$ cat src/rtl/issue_pipe.sv
// issue_pipe: registered issue stage between the warp scheduler and operand collect.
// Each accepted packet gets reconvergence detection, issued-lane-mask formation and
// sync/exit flag decode. Packets pass through a 2-entry skid buffer (an output register
// plus a skid register). The block tracks exited warps and drops packets that arrive
// from them.
// Optional feature macro: ISSUE_PERF_CNT_EN adds per-warp issue counters and a stall counter.
module issue_pipe #(
  parameter int NUM_WARP_LOG = 3,
  parameter int SIZE_CORE    = 8,
  parameter int SIZE_PC      = 32,
  parameter int PACKET_W     = 128,
  parameter int PC_LSB       = 64,
  parameter int SYNC_BIT     = 120,
  parameter int EXIT_BIT     = 121
) (
  input  logic                    clk,
  input  logic                    reset,
  input  logic                    launch_i,
  input  logic                    sel_valid_i,
  output logic                    sel_ready_o,
  input  logic [NUM_WARP_LOG-1:0] sel_warp_i,
  input  logic [PACKET_W-1:0]     sel_packet_i,
  input  logic [SIZE_CORE-1:0]    active_mask_i,
  input  logic [SIZE_PC-1:0]      top_rpc_i,
  output logic                    iss_valid_o,
  input  logic                    iss_ready_i,
  output logic [NUM_WARP_LOG-1:0] iss_warp_o,
  output logic [PACKET_W-1:0]     iss_packet_o,
  output logic [SIZE_CORE-1:0]    iss_mask_o,
  output logic                    iss_sync_o,
  output logic                    iss_exit_o,
  output logic                    reconv_o,
  output logic [NUM_WARP_LOG-1:0] reconv_warp_o,
  output logic                    drop_o,
  output logic [2**NUM_WARP_LOG-1:0] exited_o
`ifdef ISSUE_PERF_CNT_EN
  ,
  output logic [32*(2**NUM_WARP_LOG)-1:0] issue_cnt_o,
  output logic [31:0]                     stall_cnt_o
`endif
);

  localparam int NUM_WARP = 2**NUM_WARP_LOG;

  typedef struct packed {
    logic [NUM_WARP_LOG-1:0] warp;
    logic [PACKET_W-1:0]     packet;
    logic [SIZE_CORE-1:0]    mask;
    logic                    sync;
    logic                    isExit;
  } entry_t;

  entry_t                outReg, skidReg, newEntry;
  logic                  outValid, skidValid;
  logic [SIZE_PC-1:0]    curPc;
  logic                  hit, accept, isDrop, keep, drain;
  logic                  reconvQ, dropQ;
  logic [NUM_WARP_LOG-1:0] reconvWarpQ;
  logic [NUM_WARP-1:0]   exited;

  // Decode the incoming packet using values sampled in the accept cycle.
  // NOTE: every always_comb output is given a value up front, so no path leaves one unassigned and no latch is inferred.
  always_comb begin
    curPc           = sel_packet_i[PC_LSB +: SIZE_PC];
    hit             = (curPc == top_rpc_i);
    newEntry        = '0;
    newEntry.warp   = sel_warp_i;
    newEntry.packet = sel_packet_i;
    newEntry.mask   = hit ? '0 : active_mask_i;
    newEntry.sync   = sel_packet_i[SYNC_BIT];
    newEntry.isExit = sel_packet_i[EXIT_BIT];
  end

  // sel_ready_o comes straight from the skid flop, so it has no combinational path from iss_ready_i.
  assign sel_ready_o = ~skidValid;
  assign accept      = sel_valid_i & ~skidValid;
  assign isDrop      = exited[sel_warp_i];
  assign keep        = accept & ~isDrop;
  assign drain       = outValid & iss_ready_i;

  // Output/skid buffer: the output register refills from the skid first, then from a new packet.
  // NOTE: sequential state uses non-blocking assignments so every flop samples pre-edge values.
  always_ff @(posedge clk) begin
    if (!reset) begin
      outValid  <= 1'b0;
      skidValid <= 1'b0;
      outReg    <= '0;
      skidReg   <= '0;
    end else if (drain && skidValid) begin
      outReg    <= skidReg;
      skidValid <= 1'b0;
    end else if (drain || !outValid) begin
      outValid <= keep;
      if (keep) outReg <= newEntry;
    end else if (keep) begin
      skidValid <= 1'b1;
      skidReg   <= newEntry;
    end
  end

  // One-cycle reconvergence and drop pulses that follow an accept.
  always_ff @(posedge clk) begin
    if (!reset) begin
      reconvQ     <= 1'b0;
      reconvWarpQ <= '0;
      dropQ       <= 1'b0;
    end else begin
      reconvQ <= keep & hit;
      dropQ   <= accept & isDrop;
      if (keep && hit) reconvWarpQ <= sel_warp_i;
    end
  end

  // Exited bitmap: a bit is set when an exit packet leaves the block, and launch clears the map with priority.
  always_ff @(posedge clk) begin
    if (!reset || launch_i) begin
      exited <= '0;
    end else if (drain && outReg.isExit) begin
      exited[outReg.warp] <= 1'b1;
    end
  end

  assign iss_valid_o   = outValid;
  assign iss_warp_o    = outReg.warp;
  assign iss_packet_o  = outReg.packet;
  assign iss_mask_o    = outReg.mask;
  assign iss_sync_o    = outReg.sync;
  assign iss_exit_o    = outReg.isExit;
  assign reconv_o      = reconvQ;
  assign reconv_warp_o = reconvWarpQ;
  assign drop_o        = dropQ;
  assign exited_o      = exited;

`ifdef ISSUE_PERF_CNT_EN
  logic [31:0] issueCnt [NUM_WARP];
  logic [31:0] stallCnt;

  // Wrapping per-warp issue counters and a stall-cycle counter, both cleared by launch.
  always_ff @(posedge clk) begin
    if (!reset || launch_i) begin
      for (int i = 0; i < NUM_WARP; i++) issueCnt[i] <= '0;
      stallCnt <= '0;
    end else begin
      if (drain) issueCnt[outReg.warp] <= issueCnt[outReg.warp] + 32'd1;
      if (outValid && !iss_ready_i) stallCnt <= stallCnt + 32'd1;
    end
  end

  for (genvar g = 0; g < NUM_WARP; g++) begin : g_cnt
    assign issue_cnt_o[32*g +: 32] = issueCnt[g];
  end
  assign stall_cnt_o = stallCnt;
`endif

endmodule

$ cat config.mk
export PLATFORM = sky130hd
export DESIGN_NAME = issue_pipe
export DESIGN_NICKNAME = d
export VERILOG_FILES = /design/src/rtl/issue_pipe.sv
export SDC_FILE = /design/constraint.sdc
export NUM_CORES = 1
export LEC_CHECK = 0
export ABC_AREA = 1
export CORE_UTILIZATION = 48
export DETAILED_ROUTE_END_ITERATION = 6
export GPL_ROUTABILITY_DRIVEN = 1
export PLACE_DENSITY = 0.81
export SLEW_MARGIN = 20
export SYNTH_ARGS = -nofsm -noshare
export SYNTH_HDL_FRONTEND = slang
export SYNTH_SLANG_ARGS = --single-unit
$ cat constraint.sdc
create_clock -name clk -period 1.87 [get_ports clk]
set_input_delay 0.374 -clock clk [delete_from_list [all_inputs] [get_ports clk]]
set_output_delay 0.374 -clock clk [all_outputs]
set_load 0.01 [all_outputs]
### After elaboration in Yosys (flattened, before gate mapping)

Cells that the tools add are included.

| operators by class | value |
|---|---|
| magnitude comparators | 3 |
| eq/ne operators | 1 |
| multiplexer cells | 8 |
| bitwise operators | 11 |
| reduce and logical (&&, ||, !) cells | 15 |

Operator list:

| operator | count |
|---|---|
| $mux W141 | 3 |
| $eq A32 B32 Y1 | 1 |
| $lt A3 B4 Y1 const B | 2 |
| $mux W8 | 1 |
| $or A8 B8 Y8 | 1 |
| $reduce_and A2 Y1 | 3 |
| $and A1 B1 Y1 | 5 |
| $not A1 Y1 | 5 |
| $logic_and A1 B1 Y1 | 4 |
| $reduce_bool A2 Y1 | 2 |
| $bmux W1 S3 | 1 |
| $demux W1 S3 | 1 |
| $ge A3 B1 Y1 const B | 1 |
| $reduce_and A3 Y1 | 1 |
| $logic_not A1 Y1 | 2 |
| $logic_or A1 B1 Y1 | 2 |
| $mux W1 | 2 |
| $reduce_or A2 Y1 | 1 |

| word-level totals | value |
|---|---|
| register bits | 297 |
| input bits | 176 |
| output and inout bits | 156 |
| logic and storage cells | 54 |

### Logic depth before layout (Yosys ltp)

Gate-level depths: netlist of run 1.

| depth | value |
|---|---|
| word-level depth | 7 |
| depth in mapped cells | 12 |
| depth with buffers taken out | 12 |

### Least setup slack after synthesis of run 1

No wires, ideal clock.

| timing path | value |
|---|---|
| path kind | in2reg |
| start | in sel_warp_i[0] |
| end | reg skidReg[7] in the netlist's numbering |
| library setup time | 0.117 ns |
| arrival time | 1.411 ns |
| required time | 1.753 ns |
| slack | 0.342 ns |
| cell stages on the path | 12 |
| path buffers | 2 |
| cell sequence | inv_2 nand2_1 nand3_1 nand3b_1 nand2_2 nand2_2 nor2_4 inv_4 buf_6 buf_4 a21oi_1 nor2_1 |

| between the ends | value |
|---|---|
| cells in the longest elaborated chain, start to end | 5 |

RTL lines:

| item | line | RTL |
|---|---|---|
| from (decl) | 21 | `input logic [NUM_WARP_LOG-1:0] sel_warp_i,` |
| $bmux W1 S3 | 77 | `assign isDrop = exited[sel_warp_i];` |
| $mux W1 (implied by the code) | 77 |  |
| $not A1 Y1 | 78 | `assign keep = accept & ~isDrop;` |
| $and A1 B1 Y1 | 78 |  |
| $reduce_and A3 Y1 (no source line) | - |  |
| to (signal assigned) | 97 | `skidReg <= newEntry;` |
| to (decl) | 53 | `entry_t outReg, skidReg, newEntry;` |

Every way passes these cells. The select of a mux whose other input is x is not followed.
A chain may end at the register's enable or synchronous reset.

### Final worst setup path of run 1

| timing path | value |
|---|---|
| start | reg reconvWarpQ[0] (netlist: reconv_warp_o[0]) |
| end | out reconv_warp_o[0] |

RTL lines:

| item | line | RTL |
|---|---|---|
| from (decl) | 58 | `logic [NUM_WARP_LOG-1:0] reconvWarpQ;` |
| from (signal assigned) | 110 | `if (keep && hit) reconvWarpQ <= sel_warp_i;` |
| to (decl) | 33 | `output logic [NUM_WARP_LOG-1:0] reconv_warp_o,` |

No word-level cell between the ends.

==> results of run 1 <==
[through the flow]
stage	setup slack [ns]	hold WS (ns)	setup TNS, ns
2_1_floorplan	0.342	0.425	0
3_3_place_gp	-0.403	0.433	-81.02
3_5_place_dp	-0.490	0.440	-108.79
4_1_cts	0.000729	0.219	0
5_1_grt	0.000403	0.235	0
6_report	0.0210	0.241	0
[kinds of logic after synthesis]
kind of cell	count (synthesis)	share of synthesized area
AO/OA/AOI/OAI	538	0.225
AND/OR/NAND/NOR	521	0.171
flip-flops	293	0.488
buffers and inverters	278	0.0998
XOR/XNOR	23	0.0167
[routing by layer]
layer / wire length [um] / GRT usage / up-vias / share of wire
li1: - / - / 6013 / -
met1: 14700 / 0.327 / 5578 / 0.40
met2: 17500 / 0.471 / 494 / 0.48
met3: 3080 / 0.0695 / 74 / 0.085
met4: 1110 / 0.103 / 0 / 0.031
met5: 0 / 0 / - / 0
[cell usage after synthesis]
cell type / count / area (um^2)
buf_2: 33 / 165
inv_4: 1 / 6.26
a21oi_1: 193 / 966
nor3_1: 6 / 30.0
buf_4: 8 / 60.1
a211oi_2: 1 / 12.5
inv_2: 3 / 11.3
xnor2_1: 23 / 201
dfxtp_1: 293 / 5870
nand3_2: 1 / 10.0
nor2_4: 1 / 11.3
or2_2: 1 / 6.26
clkbuf_1: 62 / 233
o21ai_1: 81 / 405
nand2_4: 1 / 11.3
a31oi_1: 1 / 6.26
inv_1: 157 / 589
buf_6: 11 / 124
nand2_2: 2 / 12.5
nand2_1: 186 / 698
nand3b_1: 2 / 15.0
buf_1: 3 / 11.3
nand3_1: 24 / 120
o21ai_0: 262 / 1310
nor2_1: 292 / 1100
nor3_2: 5 / 50.1
[sequential cells by signal, indices dropped and copies added, names as in the netlist]
register	flops
skidReg	139
iss_packet_o	128
iss_mask_o	8
drop_o	1
iss_warp_o	3
reconv_warp_o	3
iss_valid_o	1
reconv_o	1
skidValid	1
exited_o	8
[timing repair]
action	in CTS	in global routing
setup endpoints to repair	15	148
resized for setup	14	24
buffers inserted	0	0
[power groups by stage]
stage | registers (mW) | clock network (mW) | logic [mW]
4_1_cts | 6.81 | 6.32 | 2.50
2_1_floorplan | 7.03 | 0 | 0.919
3_3_place_gp | 6.93 | 0 | 2.43
6_report | 6.81 | 6.24 | 2.49
3_5_place_dp | 6.93 | 0 | 2.49
5_1_grt | 6.84 | 6.62 | 2.71
[worst paths after layout]
| kind | cells after the start | from | end | slack, ns |
|---|---|---|---|---|
| setup / recovery | 1 | reconv_warp_o[0] | reconv_warp_o[0] | 0.02 |
| hold / removal | 3 | reset | iss_packet_o[84] | 0.24 |
| setup reg to reg | 10 | exited_o[3] | iss_packet_o[49] | 0.15 |
| hold reg to reg | 2 | skidReg[30] | skidReg[30] | 0.45 |
[worst register-to-register path, stage by stage (launching register included)]
cell      delay, ns
dfxtp_1        0.33
inv_1          0.07
nand2_1        0.06
nand3_1        0.10
nand3b_1       0.09
nand2_2        0.12
nand3_2        0.11
nand2_4        0.15
buf_4          0.32
o21ai_0        0.17
nor2_1         0.14
[final cells by class]
type / count / area (um^2)
multi-input cells: 1082 / 4970
flip-flops and latches: 293 / 5870
well taps: 324 / 405
repair buffers: 432 / 4380
fillers: 1925 / 7190
clock buffers: 41 / 873
clock inverters: 12 / 163
inverters: 161 / 612
[layout by cell type, fill, tap and decap left out, drive strengths merged]
cell           synthesis  final
a211oi                 1      1
a21oi                193    193
a31oi                  1      1
buf                   55    102
bufinv                 0      4
clkbuf                62     41
clkdlybuf4s50          0    296
clkinv                 0      7
clkinvlp               0      1
dfxtp                293    293
dlygate4sd2            0     11
dlymetal6s2s           0     23
inv                  161    161
nand2                189    189
nand3                 25     25
nand3b                 2      2
nor2                 293    293
nor3                  11     11
o21ai                343    343
or2                    1      1
xnor2                 23     23
==> metrics.md, run 1 <==
| Metric | Value |
|---|---|
| Synth Cell Area | 0.0120 mm^2 |
| Core Util, Final | 0.706 |
| # clock sinks | 293 |
| Total Wirelength | between 30 and 40 mm |
| YS warnings | 0 |
| Worst-path fanout max | 2 |
| CP bufs+invs | 1 |
| H-tree depth | 1 |
| Design area | about 0.017 mm^2 |
| Die Y | ~160 um |
| Final antenna diode count | 0 |
| Hpwl dp | 24.6 mm |
| Cells after synthesis | 1653 |
| Cell Rows | 57 |
| CTS Root Cell | clkbuf_16 |
| Crit-path slowest cell | clkdlybuf4s50_1 |
| Final ANT Viol Nets | 0 |
| Vias | 12200 |
| Cells after DPL | around 2300 |
| Mean Syn Cell Area | 7.28 um^2 |
| Violated checks | design-rule violations |
| Port Buf Inserts | between 300 and 400 |
| First-pass DRT Iterations | 7 |
| Clock power share | 0.402 |
| CTS Buffer Depth | 3 |
| Switching pwr | around 3.8 mW |
| DP Area | ~0.016 mm^2 |
| Count of different cell masters after synthesis | 26 |
| Final-report max-slew violation count | 0 |
| Number of max-cap violations | 0 |
| Final Hold Vio Count | 0 |
| Syn nets | roughly 1800 |
| Clk slew on worst S/H paths | around 0.060 ns |
| Grt total ovfl | 0 |
| Crit Path Class | reg -> out |
| Routability congestion estimate | approximately 0.9 |
| Worst-case headroom to the max-slew limit | 0.666 |
| Top Family by Delay on Critical Path | buffers and inverters |
| Nets | around 2200 |
| Sequential share of the synthesized area | 0.488 |
| Worst-Margin Slew | about 0.50 ns |
| Die Width | 160 um |
| First-pass GRT wire length | between 50 and 60 mm |
| Die area | between 0.02 and 0.03 mm^2 |
| Outcome | finished, violations left |
| RSZ-0062 raised after global routing | no |
| Initial antenna violation count | 0 |
| Final Skew | 0.0112 ns |
| Maximum clock frequency | about 0.54 GHz |
| Hold buffers post-CTS | 0 |
| Final min period | 1.85 ns |
| Worst-path cell chain | clkdlybuf4s50_1 |
| Period utilization | 0.989 |
| Vias in the first global route | around 12000 |
| Worst skew pair latency | roughly 0.55 ns |
| Tot Pwr | 15.5 mW |
| Final std cells w/o fill | approximately 2300 |
| Yosys reg bits | 293 |
| Endpoint type of the worst setup path | output port |
| Final setup violation count | 0 |
| Startpoint Class | register |
| Worst EP arrival | 1.47 ns |
| PwrDens | between 800 and 900 mW/mm^2 |
| Switching Share | 0.247 |
| Internal | 11.7 mW |
| CTS buffer count | 30 |
| Number of remaining DRC errors | 3 |
| Flop pwr share | 0.438 |
| Vias per inst | around 5.2 |
| Leakage | 7.38 nW |
| Worst VDD drop | 0.000685 V |
| Largest net degree at the start of global routing | 127 |
| Core area | approximately 0.024 mm^2 |
| Worst Hold Class | in -> reg |
| Required @ worst endpoint | roughly 1.5 ns |
| Area Overhead vs Synth | 43.6% |
| TritonCTS clock tree | built |
| # IOs | 332 |
| Initial core utilization | 0.492 |
| Comb pwr share | 0.160 |
| Avg WL per Cell | 15.5 um |
| GRT Total Usage | 0.273 |
| Initial DRC count | 1063 |
| Ratio of cells with drive above 1 in the final layout | 0.0846 |
| CP max stage delay | 0.56 ns |
Power figures use the tool's default switching activity.
==> inputs of run 2 (changes only) <==
- CORE_ASPECT_RATIO: default -> 0.7
==> run 2 against run 1 <==
  * The flow now finishes without violations
  * Sequential share of layout area is 0.58 points higher
  * Register-to-register slack got worse by 0.03 ns
  * Combinational power decreased by 2%
  * First-iteration DRC count fell by 12%
  * Critical path depth unchanged
  * Clock skew decreased by 0.0049 ns
  * Via count shrank 1.2%
  * Final cell count is 0.81% lower
  * Worst setup slack gained 0.013 ns
  * Routed wire length barely moved
  * Highest routed layer unchanged
==> metrics.md, run 2 (same netlist as run 1, synthesis figures left out) <==
| Metric | Value |
|---|---|
| Flop pwr share | 0.451 (was 0.438) |
| CP bufs+invs | 1 (unchanged) |
| Hold depth | 3 (unchanged) |
| Commonest non-fill, non-tap cell in the layout | clkdlybuf4s50_1 (unchanged) |
| Startpoint Class | register (unchanged) |
| R2r endpoint | skidReg[45] (was iss_packet_o[49]) |
| Hold slack | 0.236 ns (was 0.241 ns) |
| Internal | 11.3 mW (was 11.7 mW) |
| DP Area | 0.0160 mm^2 (was 0.0162 mm^2) |
| Filler Cell Count | 1985 (was 1925) |
| PwrDens | 888 mW/mm^2 (was 900 mW/mm^2) |
| Initial antenna violation count | 1 (was 0) |
| Number of max-cap violations | 0 (unchanged) |
| Worst-Margin Slew | 0.447 ns (was 0.501 ns) |
| Clock power share | 0.387 (was 0.402) |
| Endpoint type of the worst setup path | output port (unchanged) |
| GRT Total Usage | 0.276 (was 0.273) |
| Design area | 0.0170 mm^2 (was 0.0173 mm^2) |
| Worst-path fanout max | 3 (was 2) |
| R2R setup slack | 0.12 ns (was 0.15 ns) |
| First-pass GRT wire length | 57.2 mm (was 57.6 mm) |
| Pre-CTS setup slack | -0.504 ns (was -0.490 ns) |
| Worst Hold End | reconv_warp_o[1] (was iss_packet_o[84]) |
| Cells after DPL | 2275 (was 2292) |
| Multi-input logic area | 0.00499 mm^2 (was 0.00497 mm^2) |
| # clock sinks | 293 (unchanged) |
| Post-cts sizing count | 8 (was 14) |
| Final min period | 1.84 ns (was 1.85 ns) |
| Vias | 12000 (was 12200) |
| Die Width | 191 um (was 160 um) |
| Final ANT Viol Nets | 0 (unchanged) |
| Worst hold start | reset (unchanged) |
| Core area | 0.0246 mm^2 (was 0.0245 mm^2) |
| # IOs | 332 (unchanged) |
| CTS buffer count | 28 (was 30) |
| H-tree depth | 1 (unchanged) |
| Crit-path slowest cell | clkdlybuf4s50_1 (unchanged) |
| Required @ worst endpoint | 1.50 ns (about the same) |
| Largest net degree at the start of global routing | 104 (was 127) |
| Number of remaining DRC errors | 0 (was 3) |
| Vias in the first global route | 11100 (was 11800) |
| Worst-case headroom to the max-slew limit | 0.702 (was 0.666) |
| Ratio of cells with drive above 1 in the final layout | 0.0735 (was 0.0846) |
| Final std cells w/o fill | 2326 (was 2345) |
| Comb pwr share | 0.162 (was 0.160) |
| CTS Buffer Depth | 3 (unchanged) |
| Clk slew on worst S/H paths | 0.06 ns (about the same) |
| Final Hold Vio Count | 0 (unchanged) |
| Register-to-Register Path Depth | 11 (was 10) |
| FF+latch area | 0.00587 mm^2 (about the same) |
| Vias per inst | 5.17 (was 5.19) |
| Hpwl dp | 24.8 mm (was 24.6 mm) |
| CP max stage delay | 0.56 ns (about the same) |
| Worst VDD drop | 0.000713 V (was 0.000685 V) |
| Hold buffers post-CTS | 0 (unchanged) |
| Switching Share | 0.251 (was 0.247) |
| Most frequent cells in the layout | clkdlybuf4s50_1, dfxtp_1, nor2_1 (was clkdlybuf4s50_1, nor2_1, dfxtp_1) |
| Top Family by Delay on Critical Path | buffers and inverters (unchanged) |
| Max reg flops | 139 (unchanged) |
| Area Overhead vs Synth | 41.2% (was 43.6%) |
| Initial core utilization | 0.489 (was 0.492) |
| Die area | 0.0257 mm^2 (about the same) |
| Leakage | 7.18 nW (was 7.38 nW) |
| RSZ-0062 raised after global routing | no (unchanged) |
| Port Buf Inserts | 331 (unchanged) |
| Crit Path Class | reg -> out (unchanged) |
| Outcome | completed (was finished, violations left) |
| Worst-path cell chain | clkdlybuf4s50_1 (unchanged) |
| TritonCTS clock tree | built (unchanged) |
| Worst path depth | 1 (unchanged) |
| Nets | 2156 (was 2176) |
| Total Wirelength | 36.4 mm (was 36.3 mm) |
| Switching pwr | 3.78 mW (was 3.84 mW) |
| Routability congestion estimate | 0.857 (was 0.878) |
| Worst skew pair latency | 0.53 ns (was 0.55 ns) |
| Final-report max-slew violation count | 0 (unchanged) |
| R2R Path Start | exited_o[3] (unchanged) |
| Final setup violation count | 0 (unchanged) |
| Die Y | 134 um (was 160 um) |
| Initial DRC count | 934 (was 1063) |
| Most flops, register | skidReg (unchanged) |
| Period utilization | 0.982 (was 0.989) |
| Cell Rows | 48 (was 57) |
| Avg WL per Cell | 15.6 um (was 15.5 um) |
| CTS Root Cell | clkbuf_16 (unchanged) |
| Worst EP arrival | 1.46 ns (was 1.47 ns) |
| Maximum clock frequency | 0.545 GHz (was 0.541 GHz) |
| Number of setup buffers added after CTS | 0 (unchanged) |
| Setup WS post-layout | 0.0339 ns (was 0.0210 ns) |
| Final Skew | 0.00629 ns (was 0.0112 ns) |
| Grt total ovfl | 0 (unchanged) |
| First-pass DRT Iterations | 5 (was 7) |
| Worst Hold Class | in -> reg (unchanged) |
run 2: cell count changes in the layout (fill, tap and decap cells not counted), moves of 4 or more:
cell,previous run,this run
buf_4,79,68
buf_12,21,14
clkbuf_1,4,8
clkinv_2,7,2
clkdlybuf4s50_1,296,302
dlygate4sd2_1,11,7
run 2: through the flow:
stage,utilization,setup TNS [ns],power [mW]
final,0.690,0,15.1
after global routing,0.690,0,15.6
after CTS,0.686,0,15.2
after detailed placement,0.648,-101.59,9.36
after global placement,0.648,-83.43,9.31
after floorplan,-,0,7.95
run 2: per-layer routing:
| metal | global-route usage | wire length (um) | up-vias |
|---|---|---|---|
| li1 | - | - | 5999 |
| met1 | 0.358 | 15600 | 5495 |
| met4 | 0.0789 | 895 | 0 |
| met5 | 0 | 0 | - |
| met3 | 0.0662 | 3140 | 58 |
| met2 | 0.456 | 16700 | 467 |
run 2: layout make-up:
cell class                      count  area share
Inverter                          161      0.0360
Timing Repair Buffer              414       0.245
Tap cell                          325      0.0239
Multi-Input combinational cell   1082       0.294
Clock buffer                       45      0.0510
Clock inverter                      5     0.00464
Antenna cell                        1    0.000147
Sequential cell                   293       0.346
run 2: worst max-delay path by stage:
| stage | start | endpoint | slack, ns |
|---|---|---|---|
| 6_report | iss_warp_o[0] | iss_warp_o[0] | 0.03 |
| 5_1_grt | exited_o[2] | exited_o[2] | 0.002 |
| 3_3_place_gp | sel_warp_i[0] | iss_packet_o[100] | -0.40 |
| 4_1_cts | iss_mask_o[2] | iss_mask_o[2] | 0.002 |
| 3_5_place_dp | sel_warp_i[0] | iss_mask_o[2] | -0.50 |
| 2_1_floorplan | sel_warp_i[0] | skidReg[7] | 0.34 |
run 2: power groups by stage:
stage                     Clock (mW)  Combinational (mW)  Sequential, mW
final                           5.84                2.44            6.80
after CTS                       5.91                2.45            6.80
after detailed placement           0                2.43            6.93
after global placement             0                2.38            6.93
after floorplan                    0               0.919            7.03
after global routing            6.13                2.65            6.84
run 2: worst reg2reg max path: cells and delay by family, from the launching register on:
family	cells	cell delay, ns
simple gates	6	0.58
buf+inv	3	0.39
flops	1	0.33
compound gates	2	0.32
==> inputs of run 3 (changes only) <==
- CORE_UTILIZATION: 48 -> 52
- PLACE_DENSITY: 0.81 -> 0.87
- clock period: 1.87 -> 2.3 ns (I/O delays scaled with it)
==> run 3 against run 2 <==
  * Clock power down 19%
  * Non-clock buffer count down 23
  * Sequential share of layout area up 0.40 points
  * Register-to-register slack better by 0.39 ns
  * Hold slack better by 0.055 ns
  * Sequential power down 19%
  * Power down 19%
  * Highest routed layer is now met5
  * Clock skew up 0.0079 ns
==> metrics.md, run 3 (same netlist as run 1, synthesis figures left out) <==
| Metric | Value |
|---|---|
| Commonest non-fill, non-tap cell in the layout | clkdlybuf4s50_1 (unchanged) |
| Hold buffers post-CTS | 0 (unchanged) |
| Leakage | 6.73 nW (was 7.18 nW) |
| Worst-path cell chain | inv_1 > clkdlybuf4s50_1 (was clkdlybuf4s50_1) |
| Worst skew pair latency | 0.55 ns (was 0.53 ns) |
| Die area | 0.0238 mm^2 (was 0.0257 mm^2) |
| Avg WL per Cell | 16.0 um (was 15.6 um) |
| Most frequent cells in the layout | clkdlybuf4s50_1, dfxtp_1, nor2_1 (unchanged) |
| Final setup violation count | 0 (unchanged) |
| Port Buf Inserts | 331 (unchanged) |
| GR Layer Usage met1 | 0.361 (was 0.358) |
| PwrDens | 730 mW/mm^2 (was 888 mW/mm^2) |
| GRT Total Usage | 0.295 (was 0.276) |
| Vias | 12200 (was 12000) |
| Gr busiest metal | met2 (unchanged) |
| Largest net degree at the start of global routing | 192 (was 104) |
| Final Skew | 0.0141 ns (was 0.00629 ns) |
| Met3 usage | 0.0680 (was 0.0662) |
| Setup WS post-layout | 0.182 ns (was 0.0339 ns) |
| Worst-Margin Slew | 0.700 ns (was 0.447 ns) |
| Required @ worst endpoint | 1.84 ns (was 1.50 ns) |
| Cell Rows | 46 (was 48) |
| Crit Path Class | reg -> out (unchanged) |
| Nets | 2133 (was 2156) |
| Core Util, Final | 0.740 (was 0.690) |
| Total Wirelength | 36.6 mm (was 36.4 mm) |
| CP bufs+invs | 2 (was 1) |
| Clk slew on worst S/H paths | 0.07 ns (was 0.06 ns) |
| CTS Root Cell | clkbuf_16 (unchanged) |
| Routability congestion estimate | 0.856 (was 0.857) |
| Post-cts sizing count | 0 (was 8) |
| First-pass DRT Iterations | 5 (unchanged) |
| Filler Cell Count | 1704 (was 1985) |
| TritonCTS clock tree | built (unchanged) |
| Ratio of cells with drive above 1 in the final layout | 0.0612 (was 0.0735) |
| # clock sinks | 293 (unchanged) |
| H-tree depth | 1 (unchanged) |
| First-pass GRT wire length | 56.6 mm (was 57.2 mm) |
| Met2 Usage GRT | 0.512 (was 0.456) |
| Core area | 0.0227 mm^2 (was 0.0246 mm^2) |
| Pre-CTS setup slack | -0.194 ns (was -0.504 ns) |
| Worst EP arrival | 1.66 ns (was 1.46 ns) |
| Number of setup buffers added after CTS | 0 (unchanged) |
| Register-to-Register Path Depth | 10 (was 11) |
| Startpoint Class | register (unchanged) |
| Tot Pwr | 12.3 mW (was 15.1 mW) |
| Die Y | 129 um (was 134 um) |
| Worst VDD drop | 0.000584 V (was 0.000713 V) |
| Worst path depth | 2 (was 1) |
| Die Width | 184 um (was 191 um) |
| CTS buffer count | 28 (unchanged) |
| Hold depth | 3 (unchanged) |
| Vias in the first global route | 11300 (was 11100) |
| # IOs | 332 (unchanged) |
| Initial DRC count | 954 (was 934) |
| Grt total ovfl | 0 (unchanged) |
| Initial antenna violation count | 2 (was 1) |
| Final min period | 2.12 ns |
| Number of max-cap violations | 0 (unchanged) |
| RSZ-0062 raised after global routing | no (unchanged) |
| Most flops, register | skidReg (unchanged) |
| Worst-case headroom to the max-slew limit | 0.533 (was 0.702) |
| Final Hold Vio Count | 0 (unchanged) |
| Final-report max-slew violation count | 0 (unchanged) |
| Worst Hold Class | in -> reg (unchanged) |
| Endpoint type of the worst setup path | output port (unchanged) |
| Max reg flops | 139 (unchanged) |
| Initial core utilization | 0.530 (was 0.489) |
| Number of remaining DRC errors | 0 (unchanged) |
| Crit-path slowest cell | clkdlybuf4s50_1 (unchanged) |
| CTS Buffer Depth | 3 (unchanged) |
| CP max stage delay | 0.65 ns (was 0.56 ns) |
| Worst-path fanout max | 4 (was 3) |
| Period utilization | 0.921 |
| Maximum clock frequency | 0.472 GHz |
| Hpwl dp | 24.6 mm (was 24.8 mm) |
| Top Family by Delay on Critical Path | buffers and inverters (unchanged) |
| Final ANT Viol Nets | 0 (unchanged) |
| Area Overhead vs Synth | 39.5% (was 41.2%) |
| Outcome | completed (unchanged) |
| Vias per inst | 5.34 (was 5.17) |
-- run 3: cell types whose count changed in the layout (fill, tap and decap cells not counted), moves of 4 or more --
cell and change:
buf_4 -26, buf_12 +4, clkdlybuf4s50_1 +28, dlymetal6s2s_1 -21, dlygate4sd2_1 -7
-- run 3: area by class of cell --
class	count	area (um^2)	area share
timing repair buffer	391	3990	0.238
inverter	161	612	0.0365
sequential	293	5870	0.350
clock buffer	44	861	0.0513
tap	312	390	0.0233
antenna	1	2.50	0.000149
clock inverter	5	90.1	0.00537
multi-input combinational	1082	4970	0.296
-- run 3: path summary, 6_finish.rpt --
kind,from,to,slack (ns)
max reg2reg,exited_o[7],iss_packet_o[9],0.51
min reg2reg,skidReg[69],skidReg[69],0.45
max,skidValid,sel_ready_o,0.18
min,reset,skidReg[103],0.29
-- run 3: per-layer routing --
metal / part of all wire / wire length, um
met5: 0.00041 / 15
met4: 0.033 / 1220
met1: 0.40 / 14700
met3: 0.092 / 3360
met2: 0.47 / 17300
-- run 3: power breakdown --
group | switching (mW) | internal (mW) | leakage [nW]
combinational | 0.963 | 1.01 | 3.87
clock | 1.97 | 2.78 | 0.467
sequential | 0.161 | 5.37 | 2.39
-- run 3: through the flow --
stage,cell area [um^2],hold WS [ns],std cells,TNS [ns]
floorplan,12000,0.425,1653,0
global placement,15800,0.434,2239,-2.24
detailed placement,15800,0.441,2239,-17.59
CTS,16800,0.267,2288,0
global route,16800,0.289,2289,0
finish,16800,0.290,2289,0
-- run 3: worst register-to-register path: stages, from the launching register on --
cell	delay [ns]
dfxtp_1	0.32
inv_1	0.08
nand2_1	0.06
nand3_1	0.10
nand3_1	0.09
nand2_2	0.11
nand3_2	0.13
nand2_4	0.16
buf_4	0.32
o21ai_0	0.18
nor2_1	0.17
